<file path="config.mk">
export PLATFORM = sky130hd
export DESIGN_NAME = instruction_fetch
export DESIGN_NICKNAME = d
export VERILOG_FILES = /design/src/rtl/instruction_fetch_pkg.sv /design/src/rtl/instruction_fetch_next_pc.sv /design/src/rtl/instruction_fetch.sv
export SDC_FILE = /design/constraint.sdc
export NUM_CORES = 1
export LEC_CHECK = 0
export ABC_AREA = 1
export CAP_MARGIN = 20
export CORE_MARGIN = 1.5
export CORE_UTILIZATION = 35
export DETAILED_ROUTE_END_ITERATION = 10
export GPL_TIMING_DRIVEN = 0
export MAX_ROUTING_LAYER = met4
export PLACE_DENSITY = 0.7
export SLEW_MARGIN = 10
export SYNTH_ARGS = -nofsm -noshare
export SYNTH_HDL_FRONTEND = slang
export SYNTH_SLANG_ARGS = --single-unit
</file>
<file path="constraint.sdc">
create_clock -name i_clk -period 2.2 [get_ports i_clk]
set_input_delay 0.55 -clock i_clk [delete_from_list [all_inputs] [get_ports i_clk]]
set_output_delay 0.55 -clock i_clk [all_outputs]
set_load 0.01 [all_outputs]
</file>
<file path="src/rtl/instruction_fetch_pkg.sv">
// Shared constants, FSM state type and helpers for the instruction fetch front end.
// FETCH_PERF_COUNT_EN (optional) enables the retired/taken performance counters.
package instruction_fetch_pkg;

    localparam int unsigned PC_WIDTH       = 8;
    localparam int unsigned INSN_WIDTH     = 9;
    localparam int unsigned DATA_WIDTH     = 8;
    localparam int unsigned BR_IMM_WIDTH   = 6;
    localparam int unsigned PERF_CNT_WIDTH = 16;

    localparam logic [PC_WIDTH-1:0] START_ADDR = '0;

    typedef enum logic [1:0] {
        FETCH_IDLE,
        FETCH_REQ,
        FETCH_ISSUE,
        FETCH_HALTED
    } fsm_state_t;

    // Saturating increment: sticks at all-ones instead of wrapping.
    function automatic logic [PERF_CNT_WIDTH-1:0] sat_inc(input logic [PERF_CNT_WIDTH-1:0] v);
        if (&v) begin
            return v;
        end
        return v + PERF_CNT_WIDTH'(1);
    endfunction

endpackage

</file>
<file path="src/rtl/instruction_fetch_next_pc.sv">
// next_pc_calc: combinational next-PC selection (halt > jump > taken branch > sequential).
// All arithmetic wraps modulo 2^PC_WIDTH.
module next_pc_calc
    import instruction_fetch_pkg::*;
(
    input  logic [PC_WIDTH-1:0]   i_pc,
    input  logic                  i_halt,
    input  logic                  i_branch,
    input  logic                  i_jump,
    input  logic                  i_relative,
    input  logic [DATA_WIDTH-1:0] i_destBranchJump,
    input  logic                  i_compareFlag,
    output logic [PC_WIDTH-1:0]   o_nextPc,
    output logic                  o_taken
);

    logic [PC_WIDTH-1:0] w_offset;
    logic [PC_WIDTH-1:0] w_target;

    assign w_offset = {{(PC_WIDTH-BR_IMM_WIDTH){i_destBranchJump[BR_IMM_WIDTH-1]}},
                       i_destBranchJump[BR_IMM_WIDTH-1:0]};

    assign w_target = i_relative ? (i_pc + w_offset) : i_destBranchJump[PC_WIDTH-1:0];

    always_comb begin
        o_taken  = 1'b0;
        o_nextPc = i_pc + PC_WIDTH'(1);
        if (i_halt) begin
            o_nextPc = i_pc;
        end else if (i_jump || (i_branch && i_compareFlag)) begin
            o_taken  = 1'b1;
            o_nextPc = w_target;
        end
    end

endmodule

</file>
<file path="src/rtl/instruction_fetch.sv">
// Fetch front end: owns the PC, requests ROM words and hands them to the decoder.
// Optional FETCH_PERF_COUNT_EN adds saturating retired/taken counters.
module instruction_fetch
    import instruction_fetch_pkg::*;
(
    input  logic                      i_clk,
    input  logic                      i_reset,
    input  logic                      i_start,
    output logic                      o_romReq,
    output logic [PC_WIDTH-1:0]       o_romAddr,
    input  logic                      i_romValid,
    input  logic [INSN_WIDTH-1:0]     i_romData,
    output logic [INSN_WIDTH-1:0]     o_instruction,
    output logic                      o_insnValid,
    input  logic                      i_halt,
    input  logic                      i_branch,
    input  logic                      i_jump,
    input  logic                      i_relative,
    input  logic [DATA_WIDTH-1:0]     i_destBranchJump,
    input  logic                      i_compareFlag,
    output logic [PC_WIDTH-1:0]       o_pc,
    output logic                      o_halted,
    output logic [PERF_CNT_WIDTH-1:0] o_retiredCount,
    output logic [PERF_CNT_WIDTH-1:0] o_takenCount
);

    fsm_state_t            r_state;
    logic [PC_WIDTH-1:0]   r_pc;
    logic [INSN_WIDTH-1:0] r_instruction;
    logic                  r_romReq;
    logic                  r_insnValid;
    logic                  r_halted;

    logic [PC_WIDTH-1:0]   w_nextPc;
    logic                  w_taken;

    next_pc_calc u_next_pc_calc (
        .i_pc             (r_pc),
        .i_halt           (i_halt),
        .i_branch         (i_branch),
        .i_jump           (i_jump),
        .i_relative       (i_relative),
        .i_destBranchJump (i_destBranchJump),
        .i_compareFlag    (i_compareFlag),
        .o_nextPc         (w_nextPc),
        .o_taken          (w_taken)
    );

    always_ff @(posedge i_clk or posedge i_reset) begin
        if (i_reset) begin
            r_state       <= FETCH_IDLE;
            r_pc          <= START_ADDR;
            r_instruction <= '0;
            r_romReq      <= 1'b0;
            r_insnValid   <= 1'b0;
            r_halted      <= 1'b0;
        end else begin
            case (r_state)
                FETCH_IDLE: begin
                    if (i_start) begin
                        r_state  <= FETCH_REQ;
                        r_romReq <= 1'b1;
                    end
                end
                FETCH_REQ: begin
                    if (i_romValid) begin
                        r_instruction <= i_romData;
                        r_state       <= FETCH_ISSUE;
                        r_romReq      <= 1'b0;
                        r_insnValid   <= 1'b1;
                    end
                end
                FETCH_ISSUE: begin
                    r_insnValid <= 1'b0;
                    r_pc        <= w_nextPc;
                    if (i_halt) begin
                        r_state  <= FETCH_HALTED;
                        r_halted <= 1'b1;
                    end else begin
                        r_state  <= FETCH_REQ;
                        r_romReq <= 1'b1;
                    end
                end
                FETCH_HALTED: begin
                    if (i_start) begin
                        r_pc     <= START_ADDR;
                        r_state  <= FETCH_REQ;
                        r_halted <= 1'b0;
                        r_romReq <= 1'b1;
                    end
                end
                default: begin
                    r_state <= FETCH_IDLE;
                end
            endcase
        end
    end

    assign o_romReq      = r_romReq;
    assign o_romAddr     = r_pc;
    assign o_pc          = r_pc;
    assign o_instruction = r_instruction;
    assign o_insnValid   = r_insnValid;
    assign o_halted      = r_halted;

`ifdef FETCH_PERF_COUNT_EN
    logic [PERF_CNT_WIDTH-1:0] r_retiredCount;
    logic [PERF_CNT_WIDTH-1:0] r_takenCount;

    // Counters survive a restart; only reset clears them.
    always_ff @(posedge i_clk or posedge i_reset) begin
        if (i_reset) begin
            r_retiredCount <= '0;
            r_takenCount   <= '0;
        end else if (r_state == FETCH_ISSUE) begin
            r_retiredCount <= sat_inc(r_retiredCount);
            if (w_taken) begin
                r_takenCount <= sat_inc(r_takenCount);
            end
        end
    end

    assign o_retiredCount = r_retiredCount;
    assign o_takenCount   = r_takenCount;
`else
    logic w_unused_taken;
    assign w_unused_taken = w_taken;

    assign o_retiredCount = '0;
    assign o_takenCount   = '0;
`endif

endmodule

</file>
==> impl_metrics.csv, run 1 <==
group,metric,value,unit
global_route,grt_util_met2,0.270,
global_route,grt_pass1_vias,1669,
critical_path,path_max_fanout,3,
critical_path,endpoint_kind,"register",
sta,setup_slack,150,ps
sta,max_freq,488,MHz
global_route,track_usage,0.151,
flow_run,cap_violations,0,
power,pwr_density_cell,1090,nW/um^2
sta,period_share,0.932,
finish,nFillCells,523,
cts,cts_root_buf,"clkbuf_8",
synth,syn-cell-area,1870,sq um
finish,area.sequential,551,sq um
routing,drc_errors,0,
synth,synth_area_per_cell,6.87,sq um
critical_path,start_kind,"primary input",
finish,multi_input_area,1000,sq um
routing,first_pass_iters,4,
placement,dp_slack,-245,ps
global_route,use_met1,0.180,
die,die_width,76.1,microns
finish,area_growth,42.0,%
sta,clock_skew,3.02,ps
sta,setup-violations-final,0,
placement,placed_cell_area,2590,sq um
placement,globalplace.congestion,0.768,
synth,synth_cells,272,
routing,wl_per_cell,9.59,microns
routing,wirelength,4110,microns
sta,worst_pin_slew,855,ps
global_route,grt_pass1_wl,7210,microns
power,leakagePower,0.00148,uW
routing,drt_iter0_markers,72,
cts,htree_levels,1,
critical_path,worstPathRequired,2360,ps
sta,report.final.hold_viol_count,0,
finish,layout.cells.non_filler,429,
cts,worstSkewPairLatency,260,ps
cts,cts_buffers,3,
cts,postCtsSetupRepairBufs,0,
global_route,top_usage_layer,"met2",
synth,synth-edff-count,0,
global_route,gr-usage-met3,0.0299,
placement,io_buffers,52,
critical_path,arrival,2210,ps
synth,synth_top_flop_cell,"dfrtp_1",
power,power,2900,uW
routing,drt.antenna.violating_nets,0,
critical_path,slowest_delay,430,ps
die,die-area,5780,sq um
placement,hpwl,3300,microns
global_route,overflow,0,
global_route,grt_max_degree,23,
synth,synth_top_area_frac,0.295,
die,rows,26,
finish,diodes,0,
die,initial_core_util,0.363,
sta,relSlewSlack,0.429,
sta,hold_slack,487,ps
synth,ys_ff_latch,22,
routing,via_count,1764,
power,peakVddDrop,0.569,mV
finish,nets,399,
cts,cts_resized,0,
critical_path,crit_path_top_delay_cell,"clkdlybuf4s50_1",
finish,drive_above_1_share,0.156,
die,ios,86,
synth,yosysWarnings,0,
synth,synth_cell_types,25,
global_route,antenna_found_initial,0,
cts,cts_max_path_buffers,2,
sta,period_minus_slack,2050,ps
worst_hold_path,hp-class,"reg2reg",
cts,clkTransAtPathRegs,80,ps
die,die_h,76.1,microns
cts,postCtsHoldBufs,0,
routing,via_per_inst,4.11,
critical_path,path_class,"in2reg",
synth,yosys-top-cells-area,"dfrtp_1 (29%), nand2_1 (19%), buf_4 (16%), ha_1 (8.0%), inv_1 (6.2%)",
placement,numPlacedInstances,425,
synth,synth_top_cell_by_area,"dfrtp_1",
sta,rsz0062_at_grt,"no",
finish,final_area,2650,sq um
synth,yosysSeqAreaShare,0.295,
cts,cts.sinks,22,
die,core,5140,sq um
cts,cts_tree,"built",
sta,slew_violations,0,
status,outcome,"finished clean",
critical_path,crit_chain,"clkdlybuf4s50_1 > ha_2 > fa_2 > nand3_1 > nand2_1 > or2_2 > nand3_1 > nand3_1 > nand2_1 > nand2_1",
synth,async_reset_ff_frac,1.00,
## worst max-delay path: cells and delay by family
family / cells / cell delay (ps)
buf+inv: 1 / 430
simple gates: 7 / 660
fa+ha+maj: 2 / 560
## sequential cells by signal, indices dropped and copies added (netlist names)
signal / count
o_instruction: 9
r_state: 2
o_insnValid: 1
o_romReq: 1
o_halted: 1
o_pc: 8
## stage by stage
stage / setup TNS [ps] / util
finish: 0 / 0.516
CTS: 0 / 0.515
global placement: -396 / 0.504
global route: 0 / 0.516
detailed placement: -511 / 0.504
floorplan: 0 / -
## layout by cell type (no fill, tap or decap)
master and n:
nor2_1 16, buf_4 40, or2_2 2, nor2_4 2, clkinv_1 1, clkbuf_8 4
nand3_1 16, buf_2 2, ha_1 11, fa_2 1, inv_1 31, nor3_1 1
a31o_2 1, dfrtp_1 22, o21ai_0 11, clkdlybuf4s50_1 52, inv_2 2, xor2_1 3
nand2_1 93, ha_2 1, o21ai_1 2, nand4_1 1, o21ai_2 1, o21a_1 1
a21oi_1 8, o22ai_1 1, a22oi_1 1, conb_1 32
## layer usage
| metal | part of all wire | vias up |
|---|---|---|
| met2 | 0.45 | 55 |
| met5 | 0 | - |
| met1 | 0.47 | 760 |
| met3 | 0.070 | 4 |
| met4 | 0.0056 | 0 |
| li1 | - | 945 |
## report_power, final
part	internal, uW	leakage (uW)	switching (uW)	total (uW)
Clock	159	0.0000288	133	292
Sequential	590	0.000273	204	794
Combinational	911	0.00117	901	1810
Total	1660	0.00148	1240	2900
## path summary, 6_finish.rpt
| check | startpoint | to | slack, ps | cells after the start |
|---|---|---|---|---|
| worst max-delay path | i_destBranchJump[0] | o_pc[4]$_DFFE_PP0P_ | 150 | 10 |
| worst min-delay path | o_instruction[6]$_DFFE_PP0P_ | o_instruction[6]$_DFFE_PP0P_ | 490 | 2 |
| worst max register to register | o_pc[0]$_DFFE_PP0P_ | o_pc[4]$_DFFE_PP0P_ | 400 | 9 |
| worst min register to register | o_instruction[6]$_DFFE_PP0P_ | o_instruction[6]$_DFFE_PP0P_ | 490 | 2 |
| max in group asynchronous | i_reset | o_pc[3]$_DFFE_PP0P_ | 910 | 2 |
| min in group asynchronous | i_reset | o_instruction[2]$_DFFE_PP0P_ | 760 | 2 |
## cell type report
class / count / share of cell area
tap: 70 / 0.0330
multi-input combinational: 205 / 0.377
clock buffer: 4 / 0.0208
buffer: 42 / 0.117
sequential: 22 / 0.208
inverter: 34 / 0.0481
timing repair buffer: 52 / 0.196
## cells in the mapped netlist, types with 2 or more instances
library cell and count:
nor2_4 2, o21ai_1 2, o21ai_0 11, a21oi_1 8, buf_2 2, or2_2 2
ha_1 12, nor2_1 16, nand2_1 93, xor2_1 3, nand3_1 16, inv_2 2
dfrtp_1 22, inv_1 31, buf_4 40
## cell families after synthesis
family | count (synthesis) | synth area share
simple gates | 131 | 0.287
flops | 22 | 0.295
fa+ha+maj | 13 | 0.0911
other cells | 1 | 0.00201
buf+inv | 76 | 0.234
compound gates | 26 | 0.0770
xor+xnor | 3 | 0.0141
No activity file was read; power rests on OpenSTA's default activity.
==> run 2, diff against run 1 <==
SKIP_CTS_REPAIR_TIMING = 1   (was not set)
==> results of run 2 <==
No change in the layout: final DEF, timing and power equal those of run 1.
==> run 3, diff against run 2 <==
DONT_BUFFER_PORTS = 1   (was not set)
PLACE_DENSITY = not set   (was 0.7)
==> impl_metrics.csv, run 3 (same netlist as run 1, synthesis figures left out) <==
group,metric,value,unit
routing,wirelength,3660,microns
sta,max_freq,509,MHz
routing,first_pass_iters,4,
placement,io_buffers,0,
cts,cts_buffers,3,
die,initial_core_util,0.363,
cts,worstSkewPairLatency,260,ps
finish,area_growth,13.9,%
routing,drt.antenna.violating_nets,0,
cts,cts.sinks,22,
sta,rsz0062_at_grt,"no",
worst_hold_path,hp-class,"in2async",
power,leakagePower,0.00128,uW
global_route,overflow,0,
sta,report.final.hold_viol_count,0,
global_route,antenna_found_initial,0,
critical_path,slowest_delay,480,ps
cts,cts_max_path_buffers,2,
die,die_width,76.1,microns
die,core,5140,sq um
power,power,2420,uW
die,ios,86,
finish,layout_commonest_cell,"nand2_1",
routing,via_per_inst,4.13,
finish,drive_above_1_share,0.176,
sta,fin_setup_tns,0,ps
sta,clock_skew,9.80,ps
cts,htree_levels,1,
finish,nets,347,
routing,via_count,1556,
cts,clkTransAtPathRegs,80,ps
power,peakVddDrop,0.508,mV
die,die-area,5780,sq um
flow_run,cap_violations,0,
critical_path,endpoint_kind,"register",
placement,hpwl,2970,microns
critical_path,r2r_end,"o_pc[4]$_DFFE_PP0P_",
critical_path,cp_num_buf_inv,0,
sta,slew_violations,0,
finish,multi_input_area,996,sq um
critical_path,cp-startpoint,"o_pc[0]$_DFFE_PP0P_",
critical_path,r2r_setup_slack,240,ps
critical_path,r2r_cells,9,
critical_path,path_class,"reg2reg",
die,rows,26,
finish,nFillCells,575,
critical_path,worstPathRequired,2360,ps
global_route,grt_max_degree,23,
power,pwr_density_cell,1140,nW/um^2
critical_path,crit_chain,"ha_1 > fa_1 > nand3_1 > nand2_1 > or2_2 > nand3_1 > nand3_1 > nand2_1 > nand2_1",
global_route,track_usage,0.131,
critical_path,worstReg2RegStart,"o_pc[0]$_DFFE_PP0P_",
placement,globalplace.congestion,0.799,
cts,cts_root_buf,"clkbuf_8",
critical_path,crit_family,"simple AND/OR/NAND/NOR gates",
die,die_h,76.1,microns
sta,worst_pin_slew,822,ps
critical_path,crit_path_top_delay_cell,"dfrtp_1",
sta,setup-violations-final,0,
finish,largest_reg_flops,9,
global_route,grt_pass1_vias,1357,
critical_path,path_max_fanout,6,
finish,area.sequential,551,sq um
global_route,grt_pass1_wl,6140,microns
status,outcome,"finished clean",
sta,relSlewSlack,0.451,
sta,period_share,0.892,
routing,wl_per_cell,9.72,microns
critical_path,arrival,2120,ps
sta,period_minus_slack,1960,ps
finish,diodes,0,
finish,final_cell_mix,"nand2_1 (93), buf_4 (40), conb_1 (32)",
cts,cts_tree,"built",
critical_path,start_kind,"register",
critical_path,worst-path-stages,9,
routing,drt_iter0_markers,61,
routing,drc_errors,0,
==> run 3: worst max path at each step <==
stage                                     end  slack [ps]
after global routing      o_pc[4]$_DFFE_PP0P_         100
after floorplan           o_pc[4]$_DFFE_PP0P_         330
after CTS                 o_pc[4]$_DFFE_PP0P_         230
final                     o_pc[4]$_DFFE_PP0P_         240
after detailed placement  o_pc[4]$_DFFE_PP0P_         200
after global placement    o_pc[4]$_DFFE_PP0P_         210
==> run 3: where the power goes <==
part	switching, uW	internal [uW]	total (uW)	leakage, uW
Combinational	726	517	1240	0.000980
Clock	126	159	286	0.0000288
Sequential	305	590	895	0.000273
==> run 3: per-stage QoR <==
stage	hold slack (ps)	area, sq um	utilization	std cells	setup WS [ps]
2_1_floorplan	515	1980	-	303	329
3_3_place_gp	536	2070	0.403	373	212
3_5_place_dp	536	2070	0.403	373	201
4_1_cts	375	2130	0.414	377	232
5_1_grt	387	2130	0.414	377	104
6_report	335	2130	0.414	377	237
==> run 3: layout make-up <==
type | count | share of cell area
multi-input combinational | 205 | 0.468
tap | 70 | 0.0412
sequential | 22 | 0.259
clock buffer | 4 | 0.0259
buffer | 42 | 0.146
inverter | 34 | 0.0600
==> run 3: metal layers <==
layer	global-route usage	share of wire	wire, microns
met5	-	0	0
met4	0.0222	0.0022	8
met3	0.0192	0.069	254
met2	0.215	0.44	1600
met1	0.174	0.49	1800
